`config.mk`:
```
export PLATFORM = sky130hd
export DESIGN_NAME = frame_sched
export DESIGN_NICKNAME = d
export VERILOG_FILES = /design/src/rtl/frame_sched_pkg.sv /design/src/rtl/frame_rr_arbiter.sv /design/src/rtl/piso.sv /design/src/rtl/frame_sched.sv
export SDC_FILE = /design/constraint.sdc
export NUM_CORES = 1
export LEC_CHECK = 0
export ABC_AREA = 1
export CORE_ASPECT_RATIO = 1.75
export CORE_MARGIN = 8
export CORE_UTILIZATION = 35
export DETAILED_ROUTE_END_ITERATION = 8
export GPL_TIMING_DRIVEN = 0
export PLACE_DENSITY = 0.74
export SKIP_CTS_REPAIR_TIMING = 1
export SLEW_MARGIN = 20
export SYNTH_ARGS = -nofsm -noshare
export SYNTH_HDL_FRONTEND = slang
export SYNTH_HIERARCHICAL = 1
export SYNTH_SLANG_ARGS = --single-unit
export TNS_END_PERCENT = 10
```
`constraint.sdc`:
```
create_clock -name i_clk -period 2.5 [get_ports i_clk]
set_clock_uncertainty 0.15 [all_clocks]
set_input_delay 0.375 -clock i_clk [delete_from_list [all_inputs] [get_ports i_clk]]
set_output_delay 0.375 -clock i_clk [all_outputs]
set_load 0.01 [all_outputs]
```
`src/rtl/frame_sched_pkg.sv`:
```
// frame_sched_pkg: state encoding and width helper shared by the frame scheduler.
package frame_sched_pkg;

  typedef enum logic {IDLE, SEND} state_t;

  // Width of an index/counter over n items, never narrower than one bit.
  function automatic int min1_clog2(input int n);
    return (n <= 1) ? 1 : $clog2(n);
  endfunction

endpackage

```
`src/rtl/frame_rr_arbiter.sv`:
```
// frame_rr_arbiter: picks one active requester and returns it one-hot and encoded.
// FRAME_SCHED_RR_EN selects rotating priority from i_ptr; otherwise lowest index wins.
module frame_rr_arbiter
  import frame_sched_pkg::*;
#(
  parameter  int NREQ = 4,
  localparam int IDW  = min1_clog2(NREQ)
) (
  input  logic [NREQ-1:0] i_req,
`ifdef FRAME_SCHED_RR_EN
  input  logic [IDW-1:0]  i_ptr,
`endif
  input  logic            i_en,
  output logic [NREQ-1:0] o_gnt,
  output logic [IDW-1:0]  o_winner,
  output logic            o_any
);

  logic [IDW-1:0] idx;

  // Scan requesters in priority order and keep the first active one.
  always_comb begin
    o_gnt    = '0;
    o_winner = '0;
    o_any    = 1'b0;
    idx      = '0;
    if (i_en) begin
      for (int i = 0; i < NREQ; i++) begin
`ifdef FRAME_SCHED_RR_EN
        idx = IDW'((int'(i_ptr) + i) % NREQ);
`else
        idx = IDW'(i);
`endif
        if (!o_any && i_req[idx]) begin
          o_any    = 1'b1;
          o_winner = idx;
        end
      end
      if (o_any) begin
        o_gnt[o_winner] = 1'b1;
      end
    end
  end

endmodule

```
`src/rtl/piso.sv`:
```
// piso: parallel-in/serial-out word shift register; word 0 is presented first,
// TAIL is shifted in behind the last word.
module piso #(
  parameter int BIT   = 8,
  parameter int NDATA = 3,
  parameter int TAIL  = 0
) (
  input  logic                        i_clk,
  input  logic                        i_rst,
  input  logic                        i_load,
  input  logic                        i_shift,
  input  logic [0:NDATA-1][BIT-1:0]   i_data,
  output logic [BIT-1:0]              o_data
);

  logic [0:NDATA-1][BIT-1:0] sreg;

  // Load a whole frame, or advance one word toward the output slot.
  always_ff @(posedge i_clk) begin
    if (i_rst) begin
      sreg <= '0;
    end else if (i_load) begin
      sreg <= i_data;
    end else if (i_shift) begin
      for (int i = 0; i < NDATA - 1; i++) begin
        sreg[i] <= sreg[i+1];
      end
      sreg[NDATA-1] <= BIT'(TAIL);
    end
  end

  assign o_data = sreg[0];

endmodule

```
`src/rtl/frame_sched.sv`:
```
// frame_sched: grants one requester at a time, loads its frame into a shared PISO
// and streams the words over valid/ready with owner id and last flag.
// Define FRAME_SCHED_RR_EN for round-robin arbitration; default is fixed priority.
module frame_sched
  import frame_sched_pkg::*;
#(
  parameter  int BIT   = 8,
  parameter  int NDATA = 3,
  parameter  int NREQ  = 4,
  localparam int IDW   = min1_clog2(NREQ),
  localparam int CNTW  = min1_clog2(NDATA)
) (
  input  logic                                i_clk,
  input  logic                                i_rst,
  input  logic [NREQ-1:0]                     i_req,
  input  logic [0:NREQ-1][0:NDATA-1][BIT-1:0] i_frame,
  output logic [NREQ-1:0]                     o_gnt,
  output logic                                o_valid,
  input  logic                                i_ready,
  output logic [BIT-1:0]                      o_data,
  output logic [IDW-1:0]                      o_id,
  output logic                                o_last
);

  localparam logic [CNTW-1:0] LAST_CNT = CNTW'(NDATA - 1);

  state_t          state;
  logic [CNTW-1:0] cnt;
  logic [IDW-1:0]  winner;
  logic            any_req;
  logic            load;
  logic            shift;
  logic [BIT-1:0]  piso_data;
`ifdef FRAME_SCHED_RR_EN
  logic [IDW-1:0]  ptr;
`endif

  // Arbitration only runs while idle and out of reset, so a grant always means a load.
  frame_rr_arbiter #(
    .NREQ (NREQ)
  ) u_arb (
    .i_req    (i_req),
`ifdef FRAME_SCHED_RR_EN
    .i_ptr    (ptr),
`endif
    .i_en     ((state == IDLE) && !i_rst),
    .o_gnt    (o_gnt),
    .o_winner (winner),
    .o_any    (any_req)
  );

  assign load  = any_req;
  assign shift = (state == SEND) && i_ready;

  piso #(
    .BIT   (BIT),
    .NDATA (NDATA),
    .TAIL  (0)
  ) u_piso (
    .i_clk   (i_clk),
    .i_rst   (i_rst),
    .i_load  (load),
    .i_shift (shift),
    .i_data  (i_frame[winner]),
    .o_data  (piso_data)
  );

  assign o_data = o_valid ? piso_data : '0;

  // Frame sequencing: grant in IDLE, count accepted beats in SEND, one idle bubble between frames.
  always_ff @(posedge i_clk) begin
    if (i_rst) begin
      state   <= IDLE;
      cnt     <= '0;
      o_valid <= 1'b0;
      o_id    <= '0;
      o_last  <= 1'b0;
`ifdef FRAME_SCHED_RR_EN
      ptr     <= '0;
`endif
    end else begin
      case (state)
        IDLE: begin
          if (any_req) begin
            state   <= SEND;
            cnt     <= '0;
            o_id    <= winner;
            o_valid <= 1'b1;
            o_last  <= (NDATA == 1);
`ifdef FRAME_SCHED_RR_EN
            ptr     <= (winner == IDW'(NREQ - 1)) ? '0 : winner + IDW'(1);
`endif
          end
        end
        SEND: begin
          if (i_ready) begin
            if (cnt == LAST_CNT) begin
              state   <= IDLE;
              o_valid <= 1'b0;
              o_last  <= 1'b0;
            end else begin
              cnt    <= cnt + CNTW'(1);
              o_last <= ((cnt + CNTW'(1)) == LAST_CNT);
            end
          end
        end
        default: begin
          state <= IDLE;
        end
      endcase
    end
  end

endmodule

```
==> results_dict.tcl, run 1 <==
set metrics [dict create \
    grt_pass1_vias 3013 \
    cp.required_ns 1.98 \
    core_um2 6440 \
    outcome "complete, no violations" \
    drc 0 \
    dr.pass1.iters 5 \
    drive_above_1_share_pct 9.55 \
    worstMarginPinSlew_ns 0.430 \
    arrival_ns 1.72 \
    synth.area.top_cells "dfxtp_1 (27%), nand2_1 (15%), o21ai_0 (12%)" \
    clk_root_buffer_cell "clkbuf_16" \
    via_per_inst 4.96 \
    final_nets 617 \
    worstHoldPathType "flop to flop" \
    post_drt_wl_per_cell_um 14.9 \
    grtUsageTotal_pct 18.1 \
    cp_max_fo 3 \
    synth_area_per_cell_um2 5.94 \
    rsz0062_at_grt "no" \
    htreeDepth 2 \
    antenna_found_initial 0 \
    clock_latency_ns 0.27 \
    p_leak_nw 1.77 \
    fmax_mhz 445 \
    top_level_ports 119 \
    grt_remaining_overflow 0 \
    period_needed_ns 2.25 \
    yosys.area.top_type "dfxtp_1" \
    num_rows 39 \
    maxCapViolations 0 \
    clk_pin_slew_ns 0.05 \
    synthDominantCellAreaShare_pct 27.1 \
    die_w_um 77.2 \
    startpoint_type "input port" \
    timing.slew.headroom_pct 71.3 \
    area_growth_pct 64.4 \
    power_density_nw_per_um2 526 \
    drtIter0Drc 206 \
    regArea_um2 621 \
    die_area_um2 9490 \
    hpwl_mm 7.32 \
    ys_ff_latch 31 \
    synth_warnings 6 \
    worstSetupPathType "input port to output pin" \
    antenna_left 0 \
    p_total_w 0.00198 \
    finalHoldViolCount 0 \
    gp_congestion 0.863 \
    yosys.cell_types.count 21 \
    portBuffers 118 \
    start_util_pct 35.6 \
    vias 2950 \
    syn_area_um2 2290 \
    syn_nets 491 \
    cts_tree "yes" \
    setup_viol 0 \
    grt_max_degree 12 \
    syn_inst 386 \
    cts.sinks 31 \
    fillers 641 \
    peakVddDrop_mv 0.325 \
    end_kind "output pin" \
    multi_input_area_um2 1280 \
    final_core_utilization_pct 58.5 \
    diodes 0 \
    die_h_um 123 \
    grt_pass1_wl_mm 13.9 \
    period_share_pct 89.9 \
    drv_slew 0 \
    routed_wl_mm 8.89 \
    yosysSeqAreaShare_pct 27.1 \
    cts_buffers 5 \
    clock_path_buffers 2 \
]
## state kept, by name (all words and copies together) (netlist names)
| register | count |
|---|---|
| o_valid | 1 |
| u_piso/sreg | 16 |
| u_piso/o_data | 8 |
| cnt | 2 |
| state | 1 |
| o_last | 1 |
| o_id | 2 |
## Yosys cell counts, drive strengths merged
| cell | count |
|---|---|
| a21oi | 15 |
| a31oi | 1 |
| buf | 29 |
| clkbuf | 4 |
| dfxtp | 31 |
| ha | 2 |
| inv | 45 |
| nand2 | 91 |
| nand3 | 29 |
| nor2 | 59 |
| nor3 | 1 |
| o21ai | 55 |
| o22ai | 24 |
## per-layer routing
layer | share of wire, % | track usage (%)
met5 | 0 | 0
met4 | 3.8 | 7.48
met3 | 4.3 | 3.57
met2 | 57 | 37.9
met1 | 35 | 16.0
## power breakdown
group          total [W]  switching [W]  internal [W]
Combinational   0.000694       0.000336      0.000358
Clock           0.000685       0.000216      0.000469
Sequential      0.000603      0.0000418      0.000562
Total            0.00198       0.000594       0.00139
## cells in the final DEF, fill, tap and decap left out, types with 2 or more instances in the layout
master / instances
clkdlybuf4s50_1: 117
nand2_1: 91
nor2_1: 55
o21ai_0: 53
inv_1: 42
dfxtp_1: 31
nand3_1: 28
o22ai_1: 24
buf_4: 15
a21oi_1: 15
buf_2: 9
buf_6: 5
clkbuf_16: 5
inv_2: 3
clkbuf_2: 2
o21ai_1: 2
clkbuf_1: 2
ha_1: 2
nor2_2: 2
## worst paths after layout
kind              slack, ns                         from                      endpoint  cells past startpoint
hold / removal         0.31  u_piso/sreg[2]$_SDFFE_PP0P_   u_piso/sreg[2]$_SDFFE_PP0P_                      2
hold reg to reg        0.31  u_piso/sreg[2]$_SDFFE_PP0P_   u_piso/sreg[2]$_SDFFE_PP0P_                      2
setup / recovery       0.25                     i_req[0]                      o_gnt[2]                      5
setup reg to reg       0.33             state$_SDFF_PP0_  u_piso/sreg[13]$_SDFFE_PP0P_                     10
## final cells by class
cell class              count  area share [%]
multi-input cells         277            34.1
repair buffers            119            31.6
flip-flops and latches     31            16.5
plain buffers              33            6.14
inverters                  45            4.48
clock buffers               5            3.32
well taps                  82            2.72
clock inverters             3            1.16
## logic make-up after synthesis
logic type      Yosys count  share of synthesized area, %
simple gates            180                          32.4
fa+ha+maj                 2                          1.09
flops                    31                          27.1
buf+inv                  78                          17.3
compound gates           95                          22.1
## stage by stage
stage	area (um^2)	setup slack (ns)	instances	hold WS [ns]	setup TNS [ns]
finish	3770	0.252	595	0.313	0
detailed placement	3570	-0.572	586	0.301	-10.33
global placement	3570	-0.558	586	0.300	-9.52
floorplan	2290	0.670	386	0.283	0
global route	3770	0.134	595	0.324	0
CTS	3740	-0.293	594	0.313	-3.61
## worst max-delay path, stage by stage
cell,delay (ns)
clkdlybuf4s50_1,0.45
inv_1,0.09
nand2_1,0.09
nor3_2,0.15
clkdlybuf4s50_1,0.57
No activity file was read; power rests on OpenSTA's default activity.
==> run 2, diff against run 1 <==
Settings changed: CORE_MARGIN 8 to not set.
==> results_dict.tcl, run 2 (synthesis gave the netlist of run 1 again) <==
set metrics [dict create \
    cp_max_fo 10 \
    met2_usage_pct 47.4 \
    cp.required_ns 2.58 \
    rsz0062_at_grt "no" \
    area_growth_pct 61.6 \
    end_kind "flop" \
    p_seq_share_pct 35.0 \
    pwr-share-clk_pct 24.8 \
    dp.cells 584 \
    grt-busiest-layer "met2" \
    drtIter0Drc 187 \
    vias 2960 \
    htreeDepth 2 \
    setup_viol 0 \
    die_h_um 109 \
    cts_buffers 5 \
    routed_wl_mm 8.32 \
    regArea_um2 621 \
    hold_end "u_piso/sreg[7]$_SDFFE_PP0P_" \
    startpoint_type "input port" \
    hpwl_mm 6.76 \
    final_common_cell "clkdlybuf4s50_1" \
    clk_pin_slew_ns 0.06 \
    setup_ws_ns 0.240 \
    grt_use_met3_pct 3.35 \
    via_per_inst 4.99 \
    use_met1_pct 23.1 \
    worstHoldStart "i_rst" \
    largest_register_ffs 16 \
    antenna_found_initial 0 \
    diodes 0 \
    die_area_um2 6890 \
    reg2reg_from "state$_SDFF_PP0_" \
    gp_congestion 0.893 \
    pwr-share-comb_pct 40.2 \
    die_w_um 63.2 \
    top_level_ports 119 \
    power_density_nw_per_um2 465 \
    grt_pass1_vias 2835 \
    grt_max_degree 11 \
    reg2reg_depth 12 \
    multi_input_area_um2 1290 \
    clock_latency_ns 0.28 \
    cts_tree "yes" \
    fillers 660 \
    maxCapViolations 0 \
    grtUsageTotal_pct 24.3 \
    fmax_mhz 443 \
    holdWs_ns 0.307 \
    final_nets 617 \
    power.internal_w 0.00117 \
    peakVddDrop_mv 0.273 \
    clock_path_buffers 2 \
    num_rows 38 \
    placed_area_um2 3570 \
    core_um2 6280 \
    drc 0 \
    grt_remaining_overflow 0 \
    start_util_pct 36.5 \
    drv_slew 0 \
    period_needed_ns 2.26 \
    worst_r2r_endpoint "u_piso/sreg[11]$_SDFFE_PP0P_" \
    p_switching_w 0.000550 \
    cts.sinks 31 \
    p_sw_share_pct 32.0 \
    outcome "complete, no violations" \
    p_leak_nw 1.74 \
    worstMarginPinSlew_ns 0.428 \
    grt_pass1_wl_mm 12.7 \
    dr.pass1.iters 5 \
    largest-register "u_piso/sreg" \
    worstSetupPathType "input port to flop" \
    clk_root_buffer_cell "clkbuf_8" \
    timing.slew.headroom_pct 71.5 \
    drive_above_1_share_pct 9.75 \
    portBuffers 118 \
    post_drt_wl_per_cell_um 14.0 \
    final_cell_mix "clkdlybuf4s50_1 (117), nand2_1 (90), nor2_1 (55)" \
    worstHoldPathType "input port to flop" \
    arrival_ns 2.34 \
    period_share_pct 90.4 \
    design_area_um2 3700 \
    r2r_slack_ns 0.32 \
    antenna_left 0 \
    final_cells 593 \
    whs_path_depth 2 \
    dpl_worst_slack_ns -0.462 \
    finalHoldViolCount 0 \
]
run 2: critical path: stages:
cell	delay (ns)
clkdlybuf4s50_1	0.42
o21ai_0	0.27
nor2_2	0.11
buf_4	0.16
inv_2	0.10
buf_2	0.25
o21ai_0	0.12
o22ai_1	0.23
nand2_1	0.12
nand3_1	0.09
nand2_1	0.05
inv_1	0.05
run 2: routing by layer:
layer / vias up / part of all wire [%]
met2: 122 / 54
met5: - / 0
met4: 0 / 6.1
met1: 1309 / 35
met3: 35 / 4.2
li1: 1494 / -
run 2: how the worst max path moves through the flow:
stage,endpoint,start,cells after the start,slack [ns]
global placement,u_piso/sreg[8]$_SDFFE_PP0P_,i_rst,11,-0.43
finish,u_piso/sreg[11]$_SDFFE_PP0P_,i_req[3],12,0.24
global route,u_piso/sreg[13]$_SDFFE_PP0P_,i_req[3],12,0.11
CTS,u_piso/sreg[13]$_SDFFE_PP0P_,i_rst,11,-0.18
floorplan,u_piso/sreg[15]$_SDFFE_PP0P_,i_rst,10,0.67
detailed placement,u_piso/sreg[13]$_SDFFE_PP0P_,i_rst,11,-0.46
run 2: layout make-up:
class / instances / share of cell area [%]
Buffer: 33 / 6.18
Clock buffer: 8 / 2.70
Inverter: 45 / 4.56
Multi-Input combinational cell: 277 / 34.9
Sequential cell: 31 / 16.8
Tap cell: 80 / 2.70
Timing Repair Buffer: 119 / 32.2
run 2: power groups by stage:
stage	clock network [W]	logic (W)	registers, W
floorplan	0	0.000388	0.000605
global placement	0	0.000677	0.000608
detailed placement	0	0.000686	0.000611
CTS	0.000435	0.000688	0.000601
global route	0.000459	0.000764	0.000611
finish	0.000426	0.000692	0.000603
run 2: metrics by stage:
step	power, W	setup TNS (ns)	util (%)
floorplan	0.000993	0	-
global placement	0.00129	-7.40	56.9
detailed placement	0.00130	-8.17	56.9
CTS	0.00172	-1.69	58.5
global route	0.00183	0	59.0
finish	0.00172	0	59.0
